## src/rtl/pipe_stage_skid.sv

```systemverilog
// Reusable pipeline stage register with a 2-entry skid buffer and flush.
// Define PIPE_STALL_CNT_EN to add the saturating stall_cnt output.
module pipe_stage_skid #(
    parameter int unsigned       WIDTH      = 32,
    parameter logic [WIDTH-1:0]  RESET_DATA = '0,
    parameter int unsigned       CNT_W      = 32
) (
    input  logic             clk,
    input  logic             reset,
    input  logic             in_valid,
    output logic             in_ready,
    input  logic [WIDTH-1:0] in_data,
    output logic             out_valid,
    input  logic             out_ready,
    output logic [WIDTH-1:0] out_data,
`ifdef PIPE_STALL_CNT_EN
    output logic [CNT_W-1:0] stall_cnt,
`endif
    input  logic             flush
);

    typedef enum logic [1:0] {
        S_EMPTY = 2'd0,
        S_ONE   = 2'd1,
        S_FULL  = 2'd2
    } state_t;

    state_t           r_state;
    state_t           w_state_nxt;
    logic [WIDTH-1:0] r_main_data;
    logic [WIDTH-1:0] r_skid_data;
    logic [WIDTH-1:0] w_main_nxt;
    logic [WIDTH-1:0] w_skid_nxt;
    logic             w_main_valid;
    logic             w_skid_valid;
    logic             w_acc;
    logic             w_pop;

    assign w_main_valid = (r_state != S_EMPTY);
    assign w_skid_valid = (r_state == S_FULL);

    // Ready comes straight from the skid flag, never from out_ready.
    assign in_ready  = ~w_skid_valid & ~flush;
    assign out_valid = w_main_valid;
    assign out_data  = r_main_data;

    assign w_acc = in_valid & in_ready;
    assign w_pop = w_main_valid & out_ready;

    always_comb begin
        w_state_nxt = r_state;
        w_main_nxt  = r_main_data;
        w_skid_nxt  = r_skid_data;
        if (flush) begin
            w_state_nxt = S_EMPTY;
            w_main_nxt  = RESET_DATA;
            w_skid_nxt  = RESET_DATA;
        end else begin
            unique case (r_state)
                S_EMPTY: begin
                    if (w_acc) begin
                        w_state_nxt = S_ONE;
                        w_main_nxt  = in_data;
                    end
                end
                S_ONE: begin
                    if (w_acc && w_pop) begin
                        w_main_nxt = in_data;
                    end else if (w_acc) begin
                        w_state_nxt = S_FULL;
                        w_skid_nxt  = in_data;
                    end else if (w_pop) begin
                        w_state_nxt = S_EMPTY;
                        w_main_nxt  = RESET_DATA;
                    end
                end
                S_FULL: begin
                    if (w_pop) begin
                        w_state_nxt = S_ONE;
                        w_main_nxt  = r_skid_data;
                        w_skid_nxt  = RESET_DATA;
                    end
                end
                default: begin
                    w_state_nxt = S_EMPTY;
                    w_main_nxt  = RESET_DATA;
                    w_skid_nxt  = RESET_DATA;
                end
            endcase
        end
    end

    always_ff @(posedge clk) begin
        if (!reset) begin
            r_state     <= S_EMPTY;
            r_main_data <= RESET_DATA;
            r_skid_data <= RESET_DATA;
        end else begin
            r_state     <= w_state_nxt;
            r_main_data <= w_main_nxt;
            r_skid_data <= w_skid_nxt;
        end
    end

`ifdef PIPE_STALL_CNT_EN
    logic [CNT_W-1:0] r_stall_cnt;

    // Saturates instead of wrapping; flush leaves it alone.
    always_ff @(posedge clk) begin
        if (!reset) begin
            r_stall_cnt <= '0;
        end else if (w_main_valid && !out_ready && !(&r_stall_cnt)) begin
            r_stall_cnt <= r_stall_cnt + 1'b1;
        end
    end

    assign stall_cnt = r_stall_cnt;
`else
    logic [CNT_W-1:0] w_unused_cnt;
    assign w_unused_cnt = '0;
`endif

endmodule

```

## config.mk

```make
export PLATFORM = sky130hd
export DESIGN_NAME = pipe_stage_skid
export DESIGN_NICKNAME = d
export VERILOG_FILES = /design/src/rtl/pipe_stage_skid.sv
export SDC_FILE = /design/constraint.sdc
export NUM_CORES = 1
export LEC_CHECK = 0
export CAP_MARGIN = 0
export CORE_MARGIN = 1.5
export CORE_UTILIZATION = 40
export DETAILED_ROUTE_END_ITERATION = 16
export HOLD_SLACK_MARGIN = 0.12
export PLACE_DENSITY = 0.76
export SYNTH_ARGS = -nofsm -noshare
export SYNTH_HDL_FRONTEND = slang
export SYNTH_SLANG_ARGS = --single-unit
```

## constraint.sdc

```tcl
create_clock -name clk -period 1.65 [get_ports clk]
set_clock_uncertainty 0.05 [all_clocks]
set_input_delay 0.33 -clock clk [delete_from_list [all_inputs] [get_ports clk]]
set_output_delay 0.33 -clock clk [all_outputs]
set_load 0.1 [all_outputs]
```

==> out/results.ini, run 1 <==
[outcome]
status=finished, final reports clean

[clock_network]
clk_pin_slew_worst_paths_ns=0.06
cts.sinks=66
cts_hold_buf=0
numCtsBuffers=9
clock_latency_ns=0.34
cts-root-buf=clkbuf_8
cts_tree=yes
cts.path.max_buffers=2
ctsHtreeMaxLevel=3

[logic_synthesis]
synth_cell_types=27
synth_fa_ha_area_share_pct=0
synth_edf_count=0
synth_top_family_by_area=multiplexers
syn-mean-instance-area_um2=9.81
synth_flop_cell=dfxtp_1
ys_seq_area_share_pct=38.9
syn_nets=383
ys_async_sr_fraction_pct=0
synth_area_um2=3390
synth.mux.area_fraction_pct=19.2
syn-instance-count=346
ys_ff_latch=66
synth-compound-area-share_pct=18.4
ys_warn_count=0
synth_xor_area_share_pct=0
yosys.area_share.simple_pct=15.9

[global_routing]
grt_pass1_vias=2807
grtUsageTotal_pct=19.5
gr-total-overflow=0
antenna_found_initial=1
grt_max_degree=50
grt_pass1_wl_um=13500

[cells_and_area]
fin_nets=460
area_delta_synth_final_pct=46.3
fin_cells=530
fill_cells=657
design_area_um2=4960
drive_above_1_share_pct=26.2

[flow_run]
cap_viol_max_count=0

[detailed_routing]
viasPerCell=5.42
num_vias=2875
wl_per_cell_um=16.0
drt_wl_total_um=8500
drt-initial-drc-count=127
antenna_left=0
drc_errors=0
dr.pass1.iters=4

[worst_hold_path]
hp-class=reg2reg
hold_depth=2

[place]
place_area_um2=4590
portBuffers=70
dp.cells=509
dp_hpwl_um=5350
dp_slack_ns=-0.399
gp_congestion=0.761

[power]
fin_total_pwr_uw=3700
leakage_uw=0.00170
ir_worst_vdd_mv=0.422
power_density_nw_per_um2=745

[setup_path]
critPathCapture=in_ready
reg2regPathDepth=5
critPathMaxFanout=3
startpoint=r_state[1]
timing.rr.end=out_data[7]
critPathRequiredTime_ns=1.27
cp.arrival_ns=1.25
ff2ff_setup_slack_ns=0.03
cp-end-kind=output port
cp-start-kind=flop
regToRegStartpoint=r_state[0]
critPathKind=reg2out

[timing]
fmax_mhz=615
max_slew_margin_pct=76.0
slew_violations=0
rsz0062_at_grt=yes
layout_min_cycle_time_ns=1.63
hold_viol=0
worst_slack_ns=0.0232
worstMarginPinSlew_ns=0.360
fin_crit_sh_pct=98.6
setup_viol=0

[floorplan]
rows=33
dieArea_um2=9040
io_pins=71
die_w_um=95.1
fp.dieH_um=95.1
fp.coreArea_um2=8220
start_util_pct=41.3

==> cells in the mapped netlist (2+ instances only) <==
cell / n / share of area, %
a22oi_1: 22 / 4.9
o22a_1: 2 / 0.52
nor2b_1: 2 / 0.37
clkbuf_8: 6 / 2.4
buf_4: 5 / 1.1
buf_6: 5 / 1.7
dfxtp_1: 66 / 39
o2bb2ai_1: 32 / 8.3
nor3b_1: 2 / 0.44
a21oi_1: 3 / 0.44
clkbuf_1: 7 / 0.77
a22oi_2: 10 / 3.7
nor2_1: 67 / 7.4
and2_1: 32 / 5.9
buf_2: 9 / 1.3
mux2i_1: 65 / 19
==> worst min path at each step <==
stage               startpoint              end  slack, ns
4_1_cts        r_skid_data[29]  r_skid_data[29]       0.45
3_3_place_gp   r_skid_data[20]  r_skid_data[20]       0.42
6_report        r_skid_data[8]   r_skid_data[8]       0.45
2_1_floorplan   r_skid_data[0]   r_skid_data[0]       0.41
3_5_place_dp   r_skid_data[12]  r_skid_data[12]       0.43
5_1_grt        r_skid_data[11]  r_skid_data[11]       0.47
==> cell usage in the layout, fill, tap and decap left out, types with 2 or more instances in the layout <==
master and instances:
dfxtp_1 64, a22oi_1 11, buf_12 43, buf_4 14, o2bb2ai_1 32, and2_1 32
buf_6 5, clkdlybuf4s50_1 33, a21oi_1 3, clkbuf_8 12, dlygate4sd2_1 3, dfxtp_4 2
mux2i_1 65, nor2_1 66, a22oi_2 21
==> sequential cells by signal, summed over array words and instances, names as in the netlist <==
| name | count |
|---|---|
| r_skid_data | 32 |
| out_data | 32 |
| r_state | 2 |
==> report_power, final <==
part           switching, uW  internal [uW]  leakage, uW
clock                    569            636    0.0000863
sequential              31.8           1620     0.000535
combinational            468            376      0.00108
==> cell type report <==
type	count	area (um^2)	share of cell area (%)
multi-input cells	246	1920	38.6
repair buffers	100	1420	28.6
flip-flops and latches	66	1330	26.8
clock buffers	12	165	3.33
well taps	105	131	2.65
diodes	1	2.50	0.0504
==> worst max-delay path, cell delays in order, from the launching register on <==
cell and delay (ns):
dfxtp_4 0.36, buf_12 0.12, nor2b_4 0.12, nor2_4 0.11, buf_12 0.18
==> per-stage QoR <==
step           hold slack [ns]  utilization [%]  setup TNS [ns]
2_1_floorplan            0.410                -         -0.0209
3_3_place_gp             0.423             55.9          -20.17
3_5_place_dp             0.434             55.9          -23.32
4_1_cts                  0.450             59.2        -0.00799
5_1_grt                  0.475             60.4         -0.0404
6_report                 0.452             60.4               0
==> routing by layer <==
layer	GRT usage [%]	wire, um	vias to the layer above
met3	5.90	508	3
met5	0	0	-
li1	-	-	1386
met2	32.4	4200	86
met4	5.47	16	0
met1	24.3	3770	1400
==> repair_timing <==
item / in CTS / in global routing
cloned: 0 / 1
buffers inserted: 6 / 1
gates resized for setup: 19 / 13
setup endpoints to repair: 30 / 15
pin swaps: 3 / 2
==> kinds of logic after synthesis <==
logic type	Yosys count
simple gates	110
buf+inv	34
flops	66
mux	65
compound gates	71
Note: power is estimated with default switching activity, not from simulation.
==> run 2: changes to the inputs <==
--- a/config.mk
+++ b/config.mk
@@ -8,6 +8,7 @@
 export CAP_MARGIN = 0
 export CORE_MARGIN = 1.5
 export CORE_UTILIZATION = 40
+export CTS_CLUSTER_DIAMETER = 30
 export DETAILED_ROUTE_END_ITERATION = 16
 export HOLD_SLACK_MARGIN = 0.12
 export PLACE_DENSITY = 0.76
==> results of run 2 <==
Final layout, timing and power as in run 1 (identical DEF).
